==> src/rtl/ula_seq_if.sv <==
// ula_seq_if
//   Bundles the signals between the operand sequencer and its surroundings:
//   the switch/button panel, the downstream ALU and the result display.
//
//   Signals (names follow the existing ALU board wiring):
//     Dado_in      switch bus: carries A, then B, then {C, op} in bits [3:0]
//     Confirma_in  confirm button level
//     Cancela_in   abort level
//     Acumula_in   accumulate select, sampled on a confirm in EXIBE
//     Resultado_in ALU Saida_out
//     Flags_in     ALU Flags_out
//     A_out, B_out, C_out, Operacao_out  operands and control to the ALU
//     Resultado_out, Flags_out           latched result and flags
//     Estado_out   current state code (debug/observability)
//     Valido_out   high only while the latched result is on display
//
//   Modports:
//     slave  - the sequencer (consumes panel/ALU inputs, drives the outputs)
//     master - the panel/ALU side (drives the inputs, observes the outputs)
interface ula_seq_if #(
    parameter int LARGURA = 8
);
    logic [LARGURA-1:0] Dado_in;
    logic               Confirma_in;
    logic               Cancela_in;
    logic               Acumula_in;
    logic [LARGURA-1:0] Resultado_in;
    logic [2:0]         Flags_in;
    logic [LARGURA-1:0] A_out;
    logic [LARGURA-1:0] B_out;
    logic               C_out;
    logic [2:0]         Operacao_out;
    logic [LARGURA-1:0] Resultado_out;
    logic [2:0]         Flags_out;
    logic [2:0]         Estado_out;
    logic               Valido_out;

    modport slave (
        input  Dado_in, Confirma_in, Cancela_in, Acumula_in, Resultado_in, Flags_in,
        output A_out, B_out, C_out, Operacao_out, Resultado_out, Flags_out,
        output Estado_out, Valido_out
    );

    modport master (
        output Dado_in, Confirma_in, Cancela_in, Acumula_in, Resultado_in, Flags_in,
        input  A_out, B_out, C_out, Operacao_out, Resultado_out, Flags_out,
        input  Estado_out, Valido_out
    );
endinterface

==> src/rtl/ula_sequenciador.sv <==
// ula_sequenciador
//   Operand/control sequencer that sits directly upstream of ULA_8Bits.
//   A, B and {carry, operation} are entered one at a time on a shared switch
//   bus, each confirmed by a push-button. The ALU is then given a fixed
//   settle time (ESPERA_CICLOS cycles in EXECUTA) before its result and flags
//   are latched for display. Accumulate mode feeds the latched result back
//   as the next A operand.
//
//   Ports:
//     Clock_in  single system clock, rising edge
//     Reset_in  synchronous, active-high reset
//     bus       ula_seq_if.slave (panel inputs, ALU inputs/outputs, display)
//
//   Button handshake: Confirma_in is a level. A confirm "pulse" is its rising
//   edge (Confirma_in & ~prev), so one press produces exactly one pulse no
//   matter how long it is held. Cancela_in is a level that takes priority over
//   a pulse in the same cycle; Reset_in takes priority over everything.
module ula_sequenciador #(
    parameter int LARGURA       = 8,
    parameter int ESPERA_CICLOS = 2
) (
    input  logic    Clock_in,
    input  logic    Reset_in,
    ula_seq_if.slave bus
);

    localparam logic [2:0] CARREGA_A  = 3'd0;
    localparam logic [2:0] CARREGA_B  = 3'd1;
    localparam logic [2:0] CARREGA_OP = 3'd2;
    localparam logic [2:0] EXECUTA    = 3'd3;
    localparam logic [2:0] EXIBE      = 3'd4;

    // Last counter value in EXECUTA; the capture happens on that edge so the
    // state lasts exactly ESPERA_CICLOS cycles.
    localparam logic [3:0] ULTIMO = 4'(ESPERA_CICLOS - 1);

    logic [2:0]         estado;
    logic [3:0]         contador;
    logic               confirma_ant;
    logic               pulso;
    logic [LARGURA-1:0] a_reg;
    logic [LARGURA-1:0] b_reg;
    logic               c_reg;
    logic [2:0]         op_reg;
    logic [LARGURA-1:0] res_reg;
    logic [2:0]         flags_reg;

    assign pulso = bus.Confirma_in & ~confirma_ant;

    always_ff @(posedge Clock_in) begin
        if (Reset_in) begin
            estado       <= CARREGA_A;
            contador     <= '0;
            // Held at 1 so a button still pressed through reset is not
            // seen as a fresh press when reset is released.
            confirma_ant <= 1'b1;
            a_reg        <= '0;
            b_reg        <= '0;
            c_reg        <= 1'b0;
            op_reg       <= '0;
            res_reg      <= '0;
            flags_reg    <= '0;
        end else begin
            confirma_ant <= bus.Confirma_in;
            if (bus.Cancela_in) begin
                // Abort keeps every latched value; only the state moves.
                estado <= CARREGA_A;
            end else begin
                case (estado)
                    CARREGA_A: begin
                        if (pulso) begin
                            a_reg  <= bus.Dado_in;
                            estado <= CARREGA_B;
                        end
                    end
                    CARREGA_B: begin
                        if (pulso) begin
                            b_reg  <= bus.Dado_in;
                            estado <= CARREGA_OP;
                        end
                    end
                    CARREGA_OP: begin
                        if (pulso) begin
                            op_reg   <= bus.Dado_in[2:0];
                            c_reg    <= bus.Dado_in[3];
                            contador <= '0;
                            estado   <= EXECUTA;
                        end
                    end
                    EXECUTA: begin
                        // Confirm presses are ignored while the ALU settles.
                        contador <= contador + 4'd1;
                        if (contador == ULTIMO) begin
                            res_reg   <= bus.Resultado_in;
                            flags_reg <= bus.Flags_in;
                            estado    <= EXIBE;
                        end
                    end
                    EXIBE: begin
                        if (pulso) begin
                            if (bus.Acumula_in) begin
                                a_reg  <= res_reg;
                                estado <= CARREGA_B;
                            end else begin
                                estado <= CARREGA_A;
                            end
                        end
                    end
                    default: estado <= CARREGA_A;
                endcase
            end
        end
    end

    assign bus.A_out         = a_reg;
    assign bus.B_out         = b_reg;
    assign bus.C_out         = c_reg;
    assign bus.Operacao_out  = op_reg;
    assign bus.Resultado_out = res_reg;
    assign bus.Flags_out     = flags_reg;
    assign bus.Estado_out    = estado;
    assign bus.Valido_out    = (estado == EXIBE);

endmodule

==> src/flat_wrapper.sv <==
// flat-port wrapper written by rule: the top's interface ports become plain ports
module ula_sequenciador_flat 
#(
    parameter int LARGURA       = 8,
    parameter int ESPERA_CICLOS = 2
)
  (Clock_in, Reset_in, bus_Dado_in, bus_Confirma_in, bus_Cancela_in, bus_Acumula_in, bus_Resultado_in, bus_Flags_in, bus_A_out, bus_B_out, bus_C_out, bus_Operacao_out, bus_Resultado_out, bus_Flags_out, bus_Estado_out, bus_Valido_out);
  ula_seq_if #(.LARGURA(LARGURA)) bus_i ();
  input  logic Clock_in;
  input  logic Reset_in;
  input wire logic [$bits(bus_i.Dado_in)-1:0] bus_Dado_in;
  input wire logic [$bits(bus_i.Confirma_in)-1:0] bus_Confirma_in;
  input wire logic [$bits(bus_i.Cancela_in)-1:0] bus_Cancela_in;
  input wire logic [$bits(bus_i.Acumula_in)-1:0] bus_Acumula_in;
  input wire logic [$bits(bus_i.Resultado_in)-1:0] bus_Resultado_in;
  input wire logic [$bits(bus_i.Flags_in)-1:0] bus_Flags_in;
  output wire logic [$bits(bus_i.A_out)-1:0] bus_A_out;
  output wire logic [$bits(bus_i.B_out)-1:0] bus_B_out;
  output wire logic [$bits(bus_i.C_out)-1:0] bus_C_out;
  output wire logic [$bits(bus_i.Operacao_out)-1:0] bus_Operacao_out;
  output wire logic [$bits(bus_i.Resultado_out)-1:0] bus_Resultado_out;
  output wire logic [$bits(bus_i.Flags_out)-1:0] bus_Flags_out;
  output wire logic [$bits(bus_i.Estado_out)-1:0] bus_Estado_out;
  output wire logic [$bits(bus_i.Valido_out)-1:0] bus_Valido_out;
  assign bus_i.Dado_in = bus_Dado_in;
  assign bus_i.Confirma_in = bus_Confirma_in;
  assign bus_i.Cancela_in = bus_Cancela_in;
  assign bus_i.Acumula_in = bus_Acumula_in;
  assign bus_i.Resultado_in = bus_Resultado_in;
  assign bus_i.Flags_in = bus_Flags_in;
  assign bus_A_out = bus_i.A_out;
  assign bus_B_out = bus_i.B_out;
  assign bus_C_out = bus_i.C_out;
  assign bus_Operacao_out = bus_i.Operacao_out;
  assign bus_Resultado_out = bus_i.Resultado_out;
  assign bus_Flags_out = bus_i.Flags_out;
  assign bus_Estado_out = bus_i.Estado_out;
  assign bus_Valido_out = bus_i.Valido_out;
  ula_sequenciador #(.LARGURA(LARGURA), .ESPERA_CICLOS(ESPERA_CICLOS)) u_core (.Clock_in(Clock_in), .Reset_in(Reset_in), .bus(bus_i));
endmodule
==> config.mk <==
export PLATFORM = sky130hd
export DESIGN_NAME = ula_sequenciador_flat
export DESIGN_NICKNAME = d
export VERILOG_FILES = /design/src/rtl/ula_seq_if.sv /design/src/rtl/ula_sequenciador.sv /design/src/flat_wrapper.sv
export SDC_FILE = /design/constraint.sdc
export NUM_CORES = 1
export LEC_CHECK = 0
export BUFFER_PORTS_ARGS = -buffer_cell sky130_fd_sc_hd__buf_4
export CORE_MARGIN = 10
export CORE_UTILIZATION = 51
export CTS_CLUSTER_DIAMETER = 30
export CTS_CLUSTER_SIZE = 24
export DETAILED_ROUTE_END_ITERATION = 6
export GPL_TIMING_DRIVEN = 0
export HOLD_SLACK_MARGIN = 0.1
export PLACE_DENSITY = 0.81
export SLEW_MARGIN = 20
export SYNTH_ARGS = -nofsm -noshare
export SYNTH_HDL_FRONTEND = slang
export SYNTH_SLANG_ARGS = --single-unit
==> constraint.sdc <==
create_clock -name Clock_in -period 2.3 [get_ports Clock_in]
set_input_delay 0.115 -clock Clock_in [delete_from_list [all_inputs] [get_ports Clock_in]]
set_output_delay 0.115 -clock Clock_in [all_outputs]
set_load 0.02 [all_outputs]
==> run_results.csv <==
group,metric,value,unit
global_routing,antenna_found_initial,0,
clock_tree,clock_path_buffers,2,
power,power_switching,0.303,mW
floorplanning,dieArea,0.00596,sq mm
timing,clock.fmax,0.461,GHz
route,ant_nets,0,
power,max-vdd-ir-drop,481,uV
min_path,hp-class,"input pin to flip-flop",
clock_tree,cts_made_buffers,5,
global_routing,grt_usage,0.170,
worst_setup_path,start_kind,"flip-flop",
clock_tree,cts-htree-levels,2,
timing,timing.slew.headroom,0.622,
finish,nNetsFinal,287,
status,status,"complete, no violations",
power,p_int,0.932,mW
timing,setup_ws,0.129,ns
worst_setup_path,setup.worst_path.end_class,"flip-flop",
timing,rsz0062_at_grt,"no",
finish,antenna_cells,0,
logic_synthesis,synth.avg_cell_area,9.66,sq um
logic_synthesis,synthArstFlopShare,0,
power,clkPwrFrac,0.342,
clock_tree,tritoncts,"built",
worst_setup_path,worstPathArrival,2.48,ns
power,p_seq_frac,0.555,
route,drc,0,
timing,final-setup-viol-count,0,
floorplanning,ios,59,
logic_synthesis,netlist_top_cells_area,"dfxtp_1 (47%), mux2i_1 (13%), nor2_1 (4.9%)",
finish,drive_gt1_frac,0.324,
finish,syn_to_final_growth,47.9,%
route,num_vias,1609,
finish,fill_cells,234,
timing,worst_pin_slew,0.567,ns
worst_setup_path,cp.required,2.61,ns
clock_tree,clk_pin_slew,0.12,ns
floorplanning,die_h,77.2,um
floorplanning,core,0.00310,sq mm
logic_synthesis,yosysMostFrequentCell,"dfxtp_1",
logic_synthesis,synth_nets,199,
power,comb_power_share,0.103,
route,drt_wl_total,5130,um
power,swShare,0.246,
timing,drv_slew,0,
floorplanning,chipWidth,77.2,um
clock_tree,post_cts_buffers,0,
power,p_leak,1.07,nW
timing,fin_tns_setup,0,ns
route,drt-pass1-iter-count,4,
timing,min_period,2.17,ns
route,post_drt_wl_per_cell,16.8,um
global_routing,grt_pass1_wl,8300,um
logic_synthesis,yosys_warnings,0,
timing,timing.hold.ws,0.204,ns
logic_synthesis,synth.top_cell.area_share,0.467,
placed_design,port-buffer-count,58,
placed_design,gp_congestion,0.835,
placed_design,hpwl,3370,um
logic_synthesis,synthTopCellsByCount,"dfxtp_1 (39), mux2i_1 (22), nor2_1 (22)",
placed_design,pre_cts_slack,0.582,ns
clock_tree,numClockSinks,39,
worst_setup_path,crit_fanout,6,
clock_tree,clock_tree.root_cell,"clkbuf_4",
timing,finClkSkew,0.00656,ns
logic_synthesis,ys_ff_latch,39,
logic_synthesis,seq_area_frac_synth,0.467,
route,drt_iter0_markers,103,
logic_synthesis,yosys.area.top_type,"dfxtp_1",
logic_synthesis,synth_cell_types,38,
flow_run,cap_viol_max_count,0,
floorplanning,core.rowCount,20,
logic_synthesis,synth_edf_count,0,
clock_tree,clk_latency,0.36,ns
logic_synthesis,synth-main-ff-cell,"dfxtp_1",
timing,fin_crit_sh,0.944,
worst_setup_path,worstSetupPathType,"flip-flop to flip-flop",
global_routing,grt_max_degree,13,
logic_synthesis,syn_area,0.00167,sq mm
logic_synthesis,syn_inst,173,
timing,finalHoldViolations,0,
power,p_per_area,500,mW/mm^2
global_routing,grt_pass1_vias,1669,
global_routing,grt-ovfl-total,0,
floorplanning,start_util,0.538,
route,vias_per_cell,5.26,
sequential cells by signal (all words and copies together), names as in the netlist:
register	count
u_core.bus.A_out	8
u_core.bus.Estado_out	3
u_core.bus.Flags_out	3
u_core.confirma_ant	1
u_core.bus.B_out	8
u_core.bus.Resultado_out	8
u_core.bus.C_out	1
u_core.bus.Operacao_out	3
u_core.contador	4
power groups by stage:
| stage | Sequential (mW) | Combinational (mW) | Clock, mW |
|---|---|---|---|
| final | 0.686 | 0.127 | 0.422 |
| after global routing | 0.687 | 0.137 | 0.449 |
| after CTS | 0.686 | 0.125 | 0.413 |
| after detailed placement | 0.701 | 0.0950 | 0 |
| after global placement | 0.701 | 0.0937 | 0 |
| after floorplan | 0.707 | 0.0331 | 0 |
critical path, cell delays in order, from the launching register on:
cell           delay, ns
dfxtp_1             0.46
ha_1                0.19
nor3b_4             0.30
o21ai_1             0.11
a2111oi_1           0.44
dlygate4sd3_1       0.62
per-layer routing:
layer	vias up	GRT usage	part of all wire
li1	791	-	-
met1	765	0.176	0.40
met2	44	0.301	0.51
met3	9	0.0758	0.071
met4	0	0.0529	0.018
met5	-	0	0
placed cells by master, fill, tap and decap left out, types with 3 or more instances in the layout:
cell / instances
nor2_1: 22
nand3_1: 12
clkbuf_1: 5
dfxtp_1: 39
a21oi_1: 13
nor3_1: 3
a211oi_1: 7
buf_4: 59
mux2i_1: 22
buf_2: 3
dlygate4sd3_1: 23
nand2_1: 13
clkbuf_4: 5
per-stage QoR:
| step | instances | utilization | area [sq um] | total power [mW] |
|---|---|---|---|---|
| floorplan | 173 | - | 1670 | 0.741 |
| global placement | 275 | 0.696 | 2160 | 0.794 |
| detailed placement | 275 | 0.696 | 2160 | 0.796 |
| CTS | 306 | 0.794 | 2460 | 1.22 |
| global route | 306 | 0.796 | 2470 | 1.27 |
| finish | 306 | 0.796 | 2470 | 1.24 |
repair_timing:
item | in CTS | in global routing
resized for setup | 0 | 1
setup endpoints to repair | 0 | 1
hold endpoints to repair | 27 | 0
hold buffers | 23 | 0
layout make-up:
type                       count  area, sq um  share of cell area
tap                           44         55.1              0.0223
buffer                        11         63.8              0.0258
clock buffer                   7         65.1              0.0263
clock inverter                 1         7.51             0.00304
sequential                    39          781               0.316
inverter                       3         11.3             0.00456
timing repair buffer          81          666               0.270
multi-input combinational    120          821               0.332
cell families after synthesis:
family          Yosys count  synth area share
fa+ha+maj                 3            0.0217
simple gates             62             0.190
compound gates           33             0.144
mux                      22             0.132
buf+inv                  14            0.0449
flops                    39             0.467
final timing paths:
kind,start,to,slack [ns],depth (start not counted)
worst min-delay path,bus_Acumula_in,u_core.bus.Estado_out[0],0.20,5
worst min register to register,u_core.bus.Flags_out[2],u_core.bus.Flags_out[2],0.47,2
worst max register to register,u_core.contador[0],u_core.bus.Estado_out[2],0.13,5
worst max-delay path,u_core.contador[0],u_core.bus.Estado_out[2],0.13,5
No activity file was read; power rests on OpenSTA's default activity.
